==> src/rtl/if_fetch_unit_if.sv <==
// Signal bundle between the fetch unit and its environment: hazard/redirect
// controls, the instruction-memory ready/valid handshake and the IF/ID outputs.
interface if_fetch_unit_if;
    logic        stall;
    logic        redirect;
    logic [31:0] redirect_addr;

    logic        imem_req;
    logic [31:0] imem_addr;
    logic        imem_ready;
    logic        imem_rvalid;
    logic [31:0] imem_rdata;

    logic [31:0] instruction;
    logic [31:0] instru_addr_plus4;
    logic        fetch_valid;

    modport master (
        input  stall, redirect, redirect_addr,
        input  imem_ready, imem_rvalid, imem_rdata,
        output imem_req, imem_addr,
        output instruction, instru_addr_plus4, fetch_valid
    );

    modport slave (
        output stall, redirect, redirect_addr,
        output imem_ready, imem_rvalid, imem_rdata,
        input  imem_req, imem_addr,
        input  instruction, instru_addr_plus4, fetch_valid
    );
endinterface

==> src/rtl/if_fetch_unit.sv <==
// Instruction-fetch front end: owns the PC, keeps one memory read in flight and
// holds the returned word in a one-entry buffer that feeds the IF/ID register.
module if_fetch_unit #(
    parameter logic [31:0] RESET_PC = 32'h0000_0000,
    parameter logic [31:0] NOP      = 32'h0000_0000
) (
    input  logic            clk,
    input  logic            rst_n,
    if_fetch_unit_if.master bus
);

    typedef enum logic [1:0] {
        S_REQ  = 2'd0,
        S_WAIT = 2'd1,
        S_DROP = 2'd2
    } state_e;

    state_e      state_q, state_d;
    logic [31:0] pc_q, pc_d;
    logic [31:0] req_pc_q, req_pc_d;
    logic [31:0] buf_inst_q, buf_inst_d;
    logic [31:0] buf_pc_q, buf_pc_d;
    logic        buf_valid_q, buf_valid_d;

    logic        can_issue;
    logic        req;
    logic        handshake;
    logic        show_buf;

    // A request may only go out when the buffer is guaranteed to be free by
    // the time the response lands, which keeps exactly one word in flight.
    assign can_issue = !buf_valid_q || !bus.stall;
    assign req       = rst_n && (state_q == S_REQ) && can_issue && !bus.redirect;
    assign handshake = req && bus.imem_ready;
    assign show_buf  = buf_valid_q && !bus.redirect;

    assign bus.imem_req          = req;
    assign bus.imem_addr         = pc_q;
    assign bus.instruction       = show_buf ? buf_inst_q : NOP;
    assign bus.fetch_valid       = show_buf;
    assign bus.instru_addr_plus4 = (show_buf ? buf_pc_q : pc_q) + 32'd4;

    always_comb begin
        state_d     = state_q;
        pc_d        = pc_q;
        req_pc_d    = req_pc_q;
        buf_inst_d  = buf_inst_q;
        buf_pc_d    = buf_pc_q;
        buf_valid_d = buf_valid_q;

        if (buf_valid_q && !bus.stall) begin
            buf_valid_d = 1'b0;
        end

        case (state_q)
            S_REQ: begin
                if (handshake) begin
                    req_pc_d = pc_q;
                    pc_d     = pc_q + 32'd4;
                    state_d  = S_WAIT;
                end
            end
            S_WAIT: begin
                if (bus.imem_rvalid) begin
                    buf_inst_d  = bus.imem_rdata;
                    buf_pc_d    = req_pc_q;
                    buf_valid_d = 1'b1;
                    state_d     = S_REQ;
                end
            end
            S_DROP: begin
                if (bus.imem_rvalid) begin
                    state_d = S_REQ;
                end
            end
            default: begin
                state_d = S_REQ;
            end
        endcase

        // A response arriving in the redirect cycle retires the old request,
        // so only a still-pending read needs to be dropped later.
        if (bus.redirect) begin
            pc_d        = {bus.redirect_addr[31:2], 2'b00};
            buf_valid_d = 1'b0;
            if (state_q == S_WAIT || state_q == S_DROP) begin
                state_d = bus.imem_rvalid ? S_REQ : S_DROP;
            end
        end
    end

    always_ff @(posedge clk) begin
        if (!rst_n) begin
            state_q     <= S_REQ;
            pc_q        <= RESET_PC;
            req_pc_q    <= RESET_PC;
            buf_inst_q  <= NOP;
            buf_pc_q    <= RESET_PC;
            buf_valid_q <= 1'b0;
        end else begin
            state_q     <= state_d;
            pc_q        <= pc_d;
            req_pc_q    <= req_pc_d;
            buf_inst_q  <= buf_inst_d;
            buf_pc_q    <= buf_pc_d;
            buf_valid_q <= buf_valid_d;
        end
    end

endmodule

==> src/flat_wrapper.sv <==
// flat-port wrapper written by rule: the top's interface ports become plain ports
module if_fetch_unit_flat 
#(
    parameter logic [31:0] RESET_PC = 32'h0000_0000,
    parameter logic [31:0] NOP      = 32'h0000_0000
)
  (clk, rst_n, bus_stall, bus_redirect, bus_redirect_addr, bus_imem_ready, bus_imem_rvalid, bus_imem_rdata, bus_imem_req, bus_imem_addr, bus_instruction, bus_instru_addr_plus4, bus_fetch_valid);
  if_fetch_unit_if bus_i ();
  input  logic clk;
  input  logic rst_n;
  input wire logic [$bits(bus_i.stall)-1:0] bus_stall;
  input wire logic [$bits(bus_i.redirect)-1:0] bus_redirect;
  input wire logic [$bits(bus_i.redirect_addr)-1:0] bus_redirect_addr;
  input wire logic [$bits(bus_i.imem_ready)-1:0] bus_imem_ready;
  input wire logic [$bits(bus_i.imem_rvalid)-1:0] bus_imem_rvalid;
  input wire logic [$bits(bus_i.imem_rdata)-1:0] bus_imem_rdata;
  output wire logic [$bits(bus_i.imem_req)-1:0] bus_imem_req;
  output wire logic [$bits(bus_i.imem_addr)-1:0] bus_imem_addr;
  output wire logic [$bits(bus_i.instruction)-1:0] bus_instruction;
  output wire logic [$bits(bus_i.instru_addr_plus4)-1:0] bus_instru_addr_plus4;
  output wire logic [$bits(bus_i.fetch_valid)-1:0] bus_fetch_valid;
  assign bus_i.stall = bus_stall;
  assign bus_i.redirect = bus_redirect;
  assign bus_i.redirect_addr = bus_redirect_addr;
  assign bus_i.imem_ready = bus_imem_ready;
  assign bus_i.imem_rvalid = bus_imem_rvalid;
  assign bus_i.imem_rdata = bus_imem_rdata;
  assign bus_imem_req = bus_i.imem_req;
  assign bus_imem_addr = bus_i.imem_addr;
  assign bus_instruction = bus_i.instruction;
  assign bus_instru_addr_plus4 = bus_i.instru_addr_plus4;
  assign bus_fetch_valid = bus_i.fetch_valid;
  if_fetch_unit #(.RESET_PC(RESET_PC), .NOP(NOP)) u_core (.clk(clk), .rst_n(rst_n), .bus(bus_i));
endmodule
==> config.mk <==
export PLATFORM = sky130hd
export DESIGN_NAME = if_fetch_unit_flat
export DESIGN_NICKNAME = d
export VERILOG_FILES = /design/src/rtl/if_fetch_unit_if.sv /design/src/rtl/if_fetch_unit.sv /design/src/flat_wrapper.sv
export SDC_FILE = /design/constraint.sdc
export NUM_CORES = 1
export LEC_CHECK = 0
export CORE_UTILIZATION = 40
export DETAILED_ROUTE_END_ITERATION = 8
export PLACE_DENSITY = 0.67
export SLEW_MARGIN = 0
export SYNTH_ARGS = -nofsm -noshare
export SYNTH_HDL_FRONTEND = slang
export SYNTH_SLANG_ARGS = --single-unit
export TNS_END_PERCENT = 50
==> constraint.sdc <==
create_clock -name clk -period 5.7 [get_ports clk]
set_clock_uncertainty 0.1 [all_clocks]
set_input_delay 0.855 -clock clk [delete_from_list [all_inputs] [get_ports clk]]
set_output_delay 0.855 -clock clk [all_outputs]
set_load 0.03 [all_outputs]
==> metrics list <==
* Number of synthesized flops with an enable pin: 0
* Fmax achieved: 193 MHz
- Cell internal power was estimated by the tool at 1.65 mW.
- For this run, design rule violations remaining after detail routing come to 0.
- Count of cell types in the netlist: 62
* Number of cells after detailed placement: 1,211
- Transition at the pin with the smallest max-transition slack: 0.843 ns
- The run finished with clean final reports.
* PD cells: 256 nW/µm²
- Share of flip-flops with an asynchronous set or reset: 0%
- The detailed router finished its first iteration with 444 violations.
- Across the VDD grid, the largest voltage drop is 0.214 mV.
- The slowest stage of the critical path belongs to the cell sky130_fd_sc_hd__clkdlybuf4s50_1.
* Overall power consumption: 2.24 mW
* Setup TNS: 0 ns
- After synthesis the netlist holds a flip-flop and latch count of 125.
* Clock transition at the registers of the reported paths: 0.05 ns
* TritonCTS clock tree: done
- Fraction of the cycle the final worst path needs: 91.0%
* WP data arrival: 4.23 ns
- Entering global routing, the biggest net connects 74 pins.
* Post-layout min period: 5.18 ns
- The longest clock path from root to sink contains 2 buffers.
- At the end of the flow, the number of nets in the layout was 1,089.
* Crit path capture type: output port
- Number of global-route vias before repair: 6,053
- Worst Setup Start Kind: input pin
* Total of buffers placed on input and output ports: 161
* Antenna violations before repair: 0
- The congestion estimate from routability-driven global placement came to 0.823.
* Placement row count: 46
- The setup path with the least slack is of type input pin to output port.
- Worst hold path class: flip-flop to flip-flop
- Number of maximum-capacitance constraint violations: 0
* Fillcell total: 1,595
- Number of CTS-inserted buffers: 17
- Sequential cells burn 41.5% of the power.
- Yosys attributes the largest share of cell area to sky130_fd_sc_hd__dfxtp_1, sky130_fd_sc_hd__nand2_1, sky130_fd_sc_hd__a21oi_1.
- Relative to the synthesized area, the layout overhead comes to 31.2%.
- For this block, the routed nets add up to 19,800 µm of wire.
- Buf/Inv on CP: 2
- The count of nets left with antenna violations once routing finished came out at 0.
- Of the total power, the share spent switching nets is 26.5%.
* Final slew viol count: 0
- Once the clock tree was built, the resizer swapped 0 gates to a different size.
- Vias after detailed routing: 6,630
- Area of the core: 16,100 µm²
- Slowest cell delay on critical path: 0.61 ns
* CP required: 4.74 ns
- Die width: 131 µm
* Post-CTS repair timing setup buffer count: 0
* Routed length on met2: 9380 µm
- Summing the sequential cell areas from Yosys gives 37.5% of the chip area.
- Cell Area, Synth: 6680 µm²
- Total congestion overflow: 0
- Top routing layer in use: met4
* Overall routing resource usage: 23.4%
- The worst pin sits at a relative slew slack of 43.4%.
* Fin. Hold Viols: 0
* Share of post-route cells with drive strength above 1: 12.7%
* Setup violators final: 0
- Yosys instantiated no cell more often than sky130_fd_sc_hd__nand2_1.
* CP max FO: 6
* Setup repair after global routing missed its margin: no
- Logic gate share of total power: 12.5%
* Switching Power: 0.595 mW
* CTS Root Cell: sky130_fd_sc_hd__clkbuf_16
* Finished Layout Cells: 1,243
- Summed over all cells, the static leakage comes to 3.10 nW.
* Most common cell on crit path: sky130_fd_sc_hd__clkdlybuf4s50_1
* H-tree levels: 4
- 168 I/O pins were placed.
* CTS sink count: 125
- Cts hold-fix bufs: 0
- Of the total power, the clock network draws 46.0%.
- Post-Syn Area per Cell: 7.50 µm²
* WL per Instance: 16.0 µm
- Hpwl dp: 12,800 µm
* Source-to-sink clock delay at the later pin of the worst-skew pair: 0.42 ns
- Number of vias per cell after detailed routing: 5.33
* Top cells by count, synth: sky130_fd_sc_hd__nand2_1, sky130_fd_sc_hd__dfxtp_1, sky130_fd_sc_hd__a21oi_1, sky130_fd_sc_hd__clkbuf_1
- During synthesis, Yosys emitted a total of 0 warnings.
- The first global-routing pass estimated 32,400 µm of wire.
* Most frequently used flop master after synthesis: sky130_fd_sc_hd__dfxtp_1
- Detailed routing placed a total of 1050 µm of wire on met3.
* Die ar.: 17,200 µm²
- Mapped Cells: 891
- Family with the most delay on the worst path: buffers and inverters
- Initial core utilization: 41.5%
- The first detailed-routing pass took 7 iterations.
- Of the post-synthesis cell area, the dominant cell type holds 37.5%.
- Number of antenna repair diodes: 0
- For this block, wires on met1 add up to 9130 µm.
- The signal on the critical path passes through clkdlybuf4s50_1, nand2b_1, mux2_2, ha_1, nand2_1, mux2i_1, nand3_1, or2_0, o31ai_1, o22ai_1, clkdlybuf4s50_1.
- Library cell with the largest summed area after synthesis: sky130_fd_sc_hd__dfxtp_1
- The floorplan step set the die height to 131 µm.
## per-stage QoR
step | util (%) | worst slack (ns) | area (µm²) | hold WS (ns)
2_1_floorplan | - | 0.871 | 6690 | 0.332
3_3_place_gp | 50.9 | 0.700 | 8210 | 0.337
3_5_place_dp | 50.9 | 0.601 | 8210 | 0.342
4_1_cts | 54.4 | 0.562 | 8770 | 0.350
5_1_grt | 54.4 | 0.270 | 8770 | 0.363
6_report | 54.4 | 0.516 | 8770 | 0.347
## path summary, 6_finish.rpt
| check | startpoint | endpoint | slack [ns] | depth (start not counted) |
|---|---|---|---|---|
| max | bus_redirect | bus_instru_addr_plus4[22] | 0.52 | 11 |
| min | u_core.buf_inst_q[16] | u_core.buf_inst_q[16] | 0.35 | 2 |
| max reg2reg | u_core.bus.imem_addr[14] | u_core.bus.imem_addr[25] | 2.97 | 6 |
| min reg2reg | u_core.buf_inst_q[16] | u_core.buf_inst_q[16] | 0.35 | 2 |
## cell usage in the layout (no fill, tap or decap), types with 4 or more instances in the layout
cell type                         Yosys  routed
sky130_fd_sc_hd__xnor2_1             17      17
sky130_fd_sc_hd__nor2_1              37      37
sky130_fd_sc_hd__clkbuf_16            0      17
sky130_fd_sc_hd__nand3_1             17      17
sky130_fd_sc_hd__nor3_1              16      16
sky130_fd_sc_hd__dfxtp_1            125     125
sky130_fd_sc_hd__mux2_2               5       5
sky130_fd_sc_hd__a221oi_1             6       6
sky130_fd_sc_hd__buf_4                5      73
sky130_fd_sc_hd__mux2i_1             23      23
sky130_fd_sc_hd__nor4_1               7       7
sky130_fd_sc_hd__o22ai_1              5       5
sky130_fd_sc_hd__ha_1                 5       5
sky130_fd_sc_hd__clkinv_2             0       6
sky130_fd_sc_hd__nand2_1            252     251
sky130_fd_sc_hd__a21oi_1            121     121
sky130_fd_sc_hd__conb_1               1       4
sky130_fd_sc_hd__and2_1              37      36
sky130_fd_sc_hd__nand2b_1             5       5
sky130_fd_sc_hd__xor2_1              10      10
sky130_fd_sc_hd__nand4_1             13      13
sky130_fd_sc_hd__clkdlybuf4s50_1      0      99
sky130_fd_sc_hd__a31oi_1             12      12
sky130_fd_sc_hd__nor2b_1              9       9
sky130_fd_sc_hd__a21boi_0            10      10
sky130_fd_sc_hd__nor4_4               4       4
sky130_fd_sc_hd__o21ai_0             26      26
sky130_fd_sc_hd__inv_1                5       5
## registers in the layout (all words and copies together) (netlist names)
register and flops:
u_core.buf_inst_q 32, u_core.buf_pc_q 30, u_core.bus.imem_addr 30, u_core.req_pc_q 30, u_core.state_q 2, u_core.buf_valid_q 1
## worst reg2reg max path, delay by kind of cell, from the launching register on
family / cells / cell delay, ns
DFF: 1 / 0.53
AOI/OAI and AO/OA: 1 / 0.29
muxes: 1 / 0.34
and+or+nand+nor: 4 / 1.36
## layout make-up
class / count / area, µm² / share of cell area [%]
well taps: 216 / 270 / 3.08
clock buffers: 21 / 470 / 5.37
multi-input cells: 690 / 3850 / 43.9
inverters: 7 / 26.3 / 0.300
flip-flops and latches: 125 / 2500 / 28.5
clock inverters: 11 / 91.3 / 1.04
repair buffers: 173 / 1560 / 17.8
## logic make-up (layout without fill, tap and decap cells)
family                     after synthesis  in the layout  share of synthesized area [%]
and+or+nand+nor                        415            415                           29.0
adders and majority gates                5              5                          0.936
muxes                                   32             32                           5.51
xor gates and xnor gates                27             27                           3.54
DFF                                    125            125                           37.5
AOI/OAI and AO/OA                      207            207                           18.3
other                                    1              4                         0.0561
buffers and inverters                   79            212                           5.19
## routing by layer
layer	track usage, %	vias to the layer above
met5	0	-
li1	-	3285
met2	37.0	206
met3	4.40	26
met1	31.6	3113
met4	8.04	0
## power by group through the flow
stage / Combinational (mW) / Clock [mW] / Sequential (mW)
after detailed placement: 0.280 / 0 / 0.948
after global routing: 0.301 / 1.09 / 0.934
after CTS: 0.281 / 1.05 / 0.929
after global placement: 0.278 / 0 / 0.947
final: 0.280 / 1.03 / 0.930
after floorplan: 0.144 / 0 / 0.956
Note: power is estimated with default switching activity, not from simulation.
